$ cat src/rtl/fifo_seg_param_pkg.sv
// Shared constants for the segment FIFO: active-low seven-segment patterns
// (bit order a..g, MSB = a) and the nibble-to-segment decode.
package fifo_seg_pkg;

    localparam logic [6:0] SEG_0 = 7'b0000001;
    localparam logic [6:0] SEG_1 = 7'b1001111;
    localparam logic [6:0] SEG_2 = 7'b0010010;
    localparam logic [6:0] SEG_3 = 7'b0000110;
    localparam logic [6:0] SEG_4 = 7'b1001100;
    localparam logic [6:0] SEG_5 = 7'b0100100;
    localparam logic [6:0] SEG_6 = 7'b0100000;
    localparam logic [6:0] SEG_7 = 7'b0001101;
    localparam logic [6:0] SEG_8 = 7'b0000000;
    localparam logic [6:0] SEG_9 = 7'b0000100;
    localparam logic [6:0] SEG_A = 7'b0001000;
    localparam logic [6:0] SEG_B = 7'b1100000;
    localparam logic [6:0] SEG_C = 7'b0110001;
    localparam logic [6:0] SEG_D = 7'b1000010;
    localparam logic [6:0] SEG_E = 7'b0110000;
    localparam logic [6:0] SEG_F = 7'b0111000;

    function automatic logic [6:0] seg_decode(input logic [3:0] v);
        logic [6:0] s;
        case (v)
            4'h0:    s = SEG_0;
            4'h1:    s = SEG_1;
            4'h2:    s = SEG_2;
            4'h3:    s = SEG_3;
            4'h4:    s = SEG_4;
            4'h5:    s = SEG_5;
            4'h6:    s = SEG_6;
            4'h7:    s = SEG_7;
            4'h8:    s = SEG_8;
            4'h9:    s = SEG_9;
            4'hA:    s = SEG_A;
            4'hB:    s = SEG_B;
            4'hC:    s = SEG_C;
            4'hD:    s = SEG_D;
            4'hE:    s = SEG_E;
            default: s = SEG_F;
        endcase
        return s;
    endfunction

endpackage

$ cat src/rtl/fifo_seg_param_if.sv
// Board-side bundle of the segment FIFO: active-low requests and write data in,
// read data, occupancy, status flags and display drive out.
interface fifo_seg_if #(
    parameter int DW    = 4,
    parameter int DEPTH = 16
);
    localparam int AW = $clog2(DEPTH);

    // Requests are level-sampled on divider tick edges only; there is no ready.
    // A request is taken when the matching status flag allows it, otherwise it
    // raises the sticky overflow/underflow flag.
    logic          wr_n;
    logic          rd_n;
    logic [DW-1:0] din;
    logic [DW-1:0] dout;
    logic [AW:0]   count;
    logic          full;
    logic          empty;
    logic          almost_full;
    logic          almost_empty;
    logic          overflow;
    logic          underflow;
    logic [6:0]    led_n;
    logic          seg_sel;

    modport master (
        output wr_n, rd_n, din,
        input  dout, count, full, empty, almost_full, almost_empty,
        input  overflow, underflow, led_n, seg_sel
    );

    modport slave (
        input  wr_n, rd_n, din,
        output dout, count, full, empty, almost_full, almost_empty,
        output overflow, underflow, led_n, seg_sel
    );

endinterface

$ cat src/rtl/fifo_seg_param_tick_gen.sv
// Clock-enable divider: one-cycle tick every 2^DIV_W clocks, first tick
// 2^DIV_W edges after reset release; DIV_W = 0 ticks every cycle.
module tick_gen #(
    parameter int DIV_W = 24
) (
    input  logic clk,
    input  logic rst,
    output logic tick
);

    generate
        if (DIV_W == 0) begin : g_every_cycle
            logic unused_clk_rst;
            assign unused_clk_rst = clk & rst;
            assign tick           = 1'b1;
        end else begin : g_divider
            logic [DIV_W-1:0] div_q;

            always_ff @(posedge clk) begin
                if (!rst) begin
                    div_q <= '0;
                end else begin
                    div_q <= div_q + 1'b1;
                end
            end

            assign tick = &div_q;
        end
    endgenerate

endmodule

$ cat src/rtl/fifo_seg_param.sv
// Synchronous FIFO with sticky error flags and a registered seven-segment
// readout of the last word read; requests are qualified by a divider tick.
module fifo_seg_param
    import fifo_seg_pkg::*;
#(
    parameter int DW     = 4,
    parameter int DEPTH  = 16,
    parameter int DIV_W  = 24,
    parameter int AF_LVL = DEPTH - 2,
    parameter int AE_LVL = 2
) (
    input  logic       clk,
    input  logic       rst,
    fifo_seg_if.slave  bus
);

    localparam int          AW       = $clog2(DEPTH);
    localparam logic [AW:0] FULL_CNT = (AW+1)'(DEPTH);
    localparam logic [AW:0] AF_CNT   = (AW+1)'(AF_LVL);
    localparam logic [AW:0] AE_CNT   = (AW+1)'(AE_LVL);

    logic          tick;
    logic          rd_acc;
    logic          wr_acc;
    logic [DW-1:0] mem_q [DEPTH];
    logic [AW-1:0] wp_q;
    logic [AW-1:0] rp_q;
    logic [AW:0]   count_q;
    logic [AW:0]   count_d;
    logic          full_q;
    logic          empty_q;
    logic          afull_q;
    logic          aempty_q;
    logic          ovf_q;
    logic          udf_q;
    logic [DW-1:0] dout_q;
    logic [6:0]    led_q;

    tick_gen #(.DIV_W(DIV_W)) u_tick (
        .clk  (clk),
        .rst  (rst),
        .tick (tick)
    );

    // A write into a full FIFO is legal when a read frees the slot on the same edge.
    always_comb begin
        rd_acc  = tick & ~bus.rd_n & ~empty_q;
        wr_acc  = tick & ~bus.wr_n & (~full_q | rd_acc);
        count_d = count_q;
        if (wr_acc && !rd_acc) begin
            count_d = count_q + 1'b1;
        end else if (rd_acc && !wr_acc) begin
            count_d = count_q - 1'b1;
        end
    end

    // Storage has no reset; a reset edge still blocks the write.
    always_ff @(posedge clk) begin
        if (rst && wr_acc) begin
            mem_q[wp_q] <= bus.din;
        end
    end

    always_ff @(posedge clk) begin
        if (!rst) begin
            wp_q     <= '0;
            rp_q     <= '0;
            count_q  <= '0;
            full_q   <= 1'b0;
            empty_q  <= 1'b1;
            afull_q  <= 1'b0;
            aempty_q <= 1'b1;
            ovf_q    <= 1'b0;
            udf_q    <= 1'b0;
            dout_q   <= '0;
            led_q    <= SEG_0;
        end else begin
            count_q  <= count_d;
            full_q   <= (count_d == FULL_CNT);
            empty_q  <= (count_d == '0);
            afull_q  <= (count_d >= AF_CNT);
            aempty_q <= (count_d <= AE_CNT);
            if (wr_acc) begin
                wp_q <= wp_q + 1'b1;
            end
            if (rd_acc) begin
                rp_q   <= rp_q + 1'b1;
                dout_q <= mem_q[rp_q];
            end
            if (tick && !bus.wr_n && !wr_acc) begin
                ovf_q <= 1'b1;
            end
            if (tick && !bus.rd_n && empty_q) begin
                udf_q <= 1'b1;
            end
            led_q <= seg_decode(dout_q[3:0]);
        end
    end

    assign bus.dout         = dout_q;
    assign bus.count        = count_q;
    assign bus.full         = full_q;
    assign bus.empty        = empty_q;
    assign bus.almost_full  = afull_q;
    assign bus.almost_empty = aempty_q;
    assign bus.overflow     = ovf_q;
    assign bus.underflow    = udf_q;
    assign bus.led_n        = led_q;
    assign bus.seg_sel      = 1'b0;

endmodule

$ cat src/flat_wrapper.sv
// flat-port wrapper written by rule: the top's interface ports become plain ports
module fifo_seg_param_flat import fifo_seg_pkg::*;
#(
    parameter int DW     = 4,
    parameter int DEPTH  = 16,
    parameter int DIV_W  = 24,
    parameter int AF_LVL = DEPTH - 2,
    parameter int AE_LVL = 2
)
  (clk, rst, bus_wr_n, bus_rd_n, bus_din, bus_dout, bus_count, bus_full, bus_empty, bus_almost_full, bus_almost_empty, bus_overflow, bus_underflow, bus_led_n, bus_seg_sel);
  fifo_seg_if #(.DW(DW), .DEPTH(DEPTH)) bus_i ();
  input  logic clk;
  input  logic rst;
  input wire logic [$bits(bus_i.wr_n)-1:0] bus_wr_n;
  input wire logic [$bits(bus_i.rd_n)-1:0] bus_rd_n;
  input wire logic [$bits(bus_i.din)-1:0] bus_din;
  output wire logic [$bits(bus_i.dout)-1:0] bus_dout;
  output wire logic [$bits(bus_i.count)-1:0] bus_count;
  output wire logic [$bits(bus_i.full)-1:0] bus_full;
  output wire logic [$bits(bus_i.empty)-1:0] bus_empty;
  output wire logic [$bits(bus_i.almost_full)-1:0] bus_almost_full;
  output wire logic [$bits(bus_i.almost_empty)-1:0] bus_almost_empty;
  output wire logic [$bits(bus_i.overflow)-1:0] bus_overflow;
  output wire logic [$bits(bus_i.underflow)-1:0] bus_underflow;
  output wire logic [$bits(bus_i.led_n)-1:0] bus_led_n;
  output wire logic [$bits(bus_i.seg_sel)-1:0] bus_seg_sel;
  assign bus_i.wr_n = bus_wr_n;
  assign bus_i.rd_n = bus_rd_n;
  assign bus_i.din = bus_din;
  assign bus_dout = bus_i.dout;
  assign bus_count = bus_i.count;
  assign bus_full = bus_i.full;
  assign bus_empty = bus_i.empty;
  assign bus_almost_full = bus_i.almost_full;
  assign bus_almost_empty = bus_i.almost_empty;
  assign bus_overflow = bus_i.overflow;
  assign bus_underflow = bus_i.underflow;
  assign bus_led_n = bus_i.led_n;
  assign bus_seg_sel = bus_i.seg_sel;
  fifo_seg_param #(.DW(DW), .DEPTH(DEPTH), .DIV_W(DIV_W), .AF_LVL(AF_LVL), .AE_LVL(AE_LVL)) u_core (.clk(clk), .rst(rst), .bus(bus_i));
endmodule
$ cat config.mk
export PLATFORM = sky130hd
export DESIGN_NAME = fifo_seg_param_flat
export DESIGN_NICKNAME = d
export VERILOG_FILES = /design/src/rtl/fifo_seg_param_pkg.sv /design/src/rtl/fifo_seg_param_if.sv /design/src/rtl/fifo_seg_param_tick_gen.sv /design/src/rtl/fifo_seg_param.sv /design/src/flat_wrapper.sv
export SDC_FILE = /design/constraint.sdc
export NUM_CORES = 1
export LEC_CHECK = 0
export BUFFER_PORTS_ARGS = -buffer_cell sky130_fd_sc_hd__buf_2
export CAP_MARGIN = 10
export CORE_AREA = 10 10 110 112
export CTS_BUF_LIST = sky130_fd_sc_hd__clkbuf_4
export CTS_CLUSTER_SIZE = 25
export DETAILED_ROUTE_END_ITERATION = 8
export DIE_AREA = 0 0 120 122
export GPL_TIMING_DRIVEN = 0
export PLACE_DENSITY = 0.73
export SLEW_MARGIN = 20
export SYNTH_ARGS = -nofsm -noshare
export SYNTH_HDL_FRONTEND = slang
export SYNTH_SLANG_ARGS = --single-unit
$ cat constraint.sdc
create_clock -name clk -period 4.09 [get_ports clk]
set_input_delay 0.818 -clock clk [delete_from_list [all_inputs] [get_ports clk]]
set_output_delay 0.818 -clock clk [all_outputs]
set_load 0.01 [all_outputs]
==> results.json <==
{
  "wl_met1_um": 4700,
  "routed_wirelength_um": 10300,
  "totalNegativeSetupSlack_ns": 0,
  "drt-pass1-iter-count": 4,
  "die_area_um2": 14600,
  "antenna_found_initial": 0,
  "number_of_synthesized_flops_with_an_enable_pin": 64,
  "post_route_cells_drive_above_1_share_pct": 24.5,
  "holdBufCountCts": 0,
  "num_antenna_cells": 0,
  "dr_wl_met2_um": 4960,
  "gp_congestion": 0.853,
  "p_leak_nw": 2.09,
  "power.density_cell_area_nw_per_um2": 369,
  "synth_common_cells": "edfxtp_1 (64), nor2_1 (60), dfxtp_1 (54)",
  "worstHoldPathType": "reg2reg",
  "cts_tree": "yes",
  "power_mw": 2.18,
  "detail_route.iter0.violations": 202,
  "clock_tree.root_cell": "clkbuf_4",
  "result_of_the_run": "finished clean",
  "io_buffers": 28,
  "dp.cells": 573,
  "final_nets": 477,
  "maxSlewViolCount": 0,
  "setup.worst_path.class": "reg2reg",
  "seq_area_frac_synth_pct": 56.8,
  "worst_slack_ns": 1.20,
  "global_route_wire_length_before_repair_um": 16500,
  "tritoncts_num_sinks": 118,
  "rel_slew_slack_pct": 52.0,
  "netlist_instances": 409,
  "ys_ff_latch": 118,
  "grt_setup_unrepaired": "false",
  "maxUsedRoutingLayer": "met4",
  "period_utilization_post_route_pct": 70.5,
  "detail_route.wl_per_cell_um": 17.0,
  "end_kind": "register",
  "crit_arrival_ns": 3.04,
  "synthesis.yosys.warnings": 0,
  "floorplan.initialDensity_pct": 52.6,
  "crit_required_ns": 4.25,
  "main_area_contributors_after_synthesis": "edfxtp_1 (36%), dfxtp_1 (20%), mux4_2 (8.5%)",
  "post_cts_resized": 0,
  "critical_path_fanouts_max": 6,
  "cell_rows": 37,
  "fmax_mhz": 347,
  "cap_violations": 0,
  "htree_num_levels": 4,
  "maximum_number_of_pins_on_one_net_before_global_route_repair": 17,
  "globalRoute.totalOverflow": 0,
  "dp_hpwl_um": 7190,
  "synth_nets": 430,
  "wl_met3_um": 514,
  "synth.distinct_cells": 61,
  "yosys.cell_count.top_type": "edfxtp_1",
  "finalCriticalPeriod_ns": 2.89,
  "die_width_um": 120,
  "stdcell_count": 605,
  "cts_buffers": 17,
  "grt.total_usage_pct": 14.5,
  "drcViolationCount": 0,
  "share_of_flip_flops_with_an_asynchronous_set_or_reset_after_synthesis_pct": 0,
  "worst_max_slew_pin_slew_ns": 0.714,
  "die_ht_um": 122,
  "cts_buffer_depth": 2,
  "grt_pass1_vias": 3279,
  "design.portCount": 31,
  "fin_hold_ws_ns": 0.475,
  "synth_area_um2": 5290,
  "synth.top_cell.area_share_pct": 36.3,
  "timing.critical_path.from_type": "register",
  "path_clk_slew_ns": 0.13,
  "postRouteAntennaNets": 0,
  "setup-violations-final": 0,
  "hold_viol_final": 0,
  "synth_top_flop_cell": "edfxtp_1",
  "via_count": 3266,
  "timing.clock.skew_ns": 0.0290,
  "core_area_um2": 10000,
  "post_cts_setup_inserts": 0,
  "clk_latency_ns": 0.53,
  "synth_largest_area_cell": "edfxtp_1",
  "place_worst_setup_slack_ns": 1.13,
  "layout-area-overhead-vs-synth_pct": 11.6,
  "synth_area_per_cell_um2": 12.9,
  "max-vdd-ir-drop_mv": 0.281,
  "vias_per_cell": 5.40
}
[cell families (layout without fill, tap and decap cells)]
| group | count (synthesis) | in the layout | synth area share [%] |
|---|---|---|---|
| DFF | 118 | 118 | 56.8 |
| AOI/OAI and AO/OA | 29 | 29 | 4.19 |
| other | 1 | 1 | 0.0709 |
| muxes | 29 | 29 | 10.3 |
| xor gates and xnor gates | 30 | 30 | 5.25 |
| and+or+nand+nor | 159 | 159 | 17.5 |
| adders and majority gates | 13 | 13 | 3.08 |
| buffers and inverters | 30 | 90 | 2.82 |
[through the flow]
stage	cell area, µm²	util (%)
floorplan	5290	-
global placement	5600	55.7
detailed placement	5600	55.7
CTS	5900	58.7
global route	5900	58.7
finish	5900	58.7
[state kept, by name (all words and copies together), names as in the netlist]
register and flops:
u_core.rp_q 4, u_core.bus.underflow 1, u_core.bus.overflow 1, u_core.bus.empty 1
u_core.wp_q 4, u_core.bus.count 5, u_core.bus.full 1, u_core.bus.led_n 7
u_core.u_tick.g_divider.div_q 24, u_core.bus.almost_full 1, u_core.bus.dout 4, u_core.mem_q 64
u_core.bus.almost_empty 1
[placed cells by master (no fill, tap or decap), types with 3 or more instances in the layout]
cell type   n
buf_6       3
nor2b_1     3
o21ai_0     4
xor2_1     12
nand4_1     8
and3_1      4
nand3_1    15
dfxtp_1    54
nor3_1      8
clkbuf_4   17
nand2_1    19
buf_2      30
nor2_1     60
and2_1      9
inv_1       9
a21oi_1     7
buf_4       3
mux2i_1     7
buf_1       4
nor3_2      3
inv_8       7
edfxtp_1   64
xnor2_1    16
inv_6       4
nand2b_1    3
mux4_2     20
ha_1       13
clkbuf_1    9
[critical path: stages, from the launching register on]
cell,delay (ns)
dfxtp_1,0.41
ha_1,0.20
and3_1,0.18
buf_6,0.14
nand4_4,0.18
nor4_4,0.49
nand3_1,0.30
nor3_1,0.62
[report_power, final]
| group | total, mW | internal, mW | switching [mW] |
|---|---|---|---|
| combinational | 0.0344 | 0.00830 | 0.0261 |
| clock | 0.892 | 0.343 | 0.549 |
| sequential | 1.25 | 1.25 | 0.00233 |
| total | 2.18 | 1.60 | 0.578 |
[path summary, 6_finish.rpt]
path                            slack [ns]  cells past startpoint                                   startpoint                          endpoint
worst max-delay path                  1.20                      7  u_core.u_tick.g_divider.div_q[0]$_SDFF_PN0_      u_core.mem_q[1][0]$_DFFE_PP_
worst min register to register        0.47                      1             u_core.bus.overflow$_SDFFE_PN0P_  u_core.bus.overflow$_SDFFE_PN0P_
worst max register to register        1.20                      7  u_core.u_tick.g_divider.div_q[0]$_SDFF_PN0_      u_core.mem_q[1][0]$_DFFE_PP_
worst min-delay path                  0.47                      1             u_core.bus.overflow$_SDFFE_PN0P_  u_core.bus.overflow$_SDFFE_PN0P_
[layout make-up]
| type | count | area (µm²) |
|---|---|---|
| fillers | 821 | 4140 |
| flip-flops and latches | 118 | 3000 |
| multi-input cells | 261 | 2140 |
| clock inverters | 15 | 176 |
| well taps | 136 | 170 |
| repair buffers | 28 | 140 |
| clock buffers | 17 | 128 |
| plain buffers | 21 | 115 |
| inverters | 9 | 33.8 |
[metal layers]
metal / vias up / GRT usage, %
met4: 0 / 5.96
met5: - / 0
met2: 77 / 23.5
met3: 13 / 4.49
li1: 1599 / -
met1: 1577 / 17.6
(Power assumes the default switching activity.)
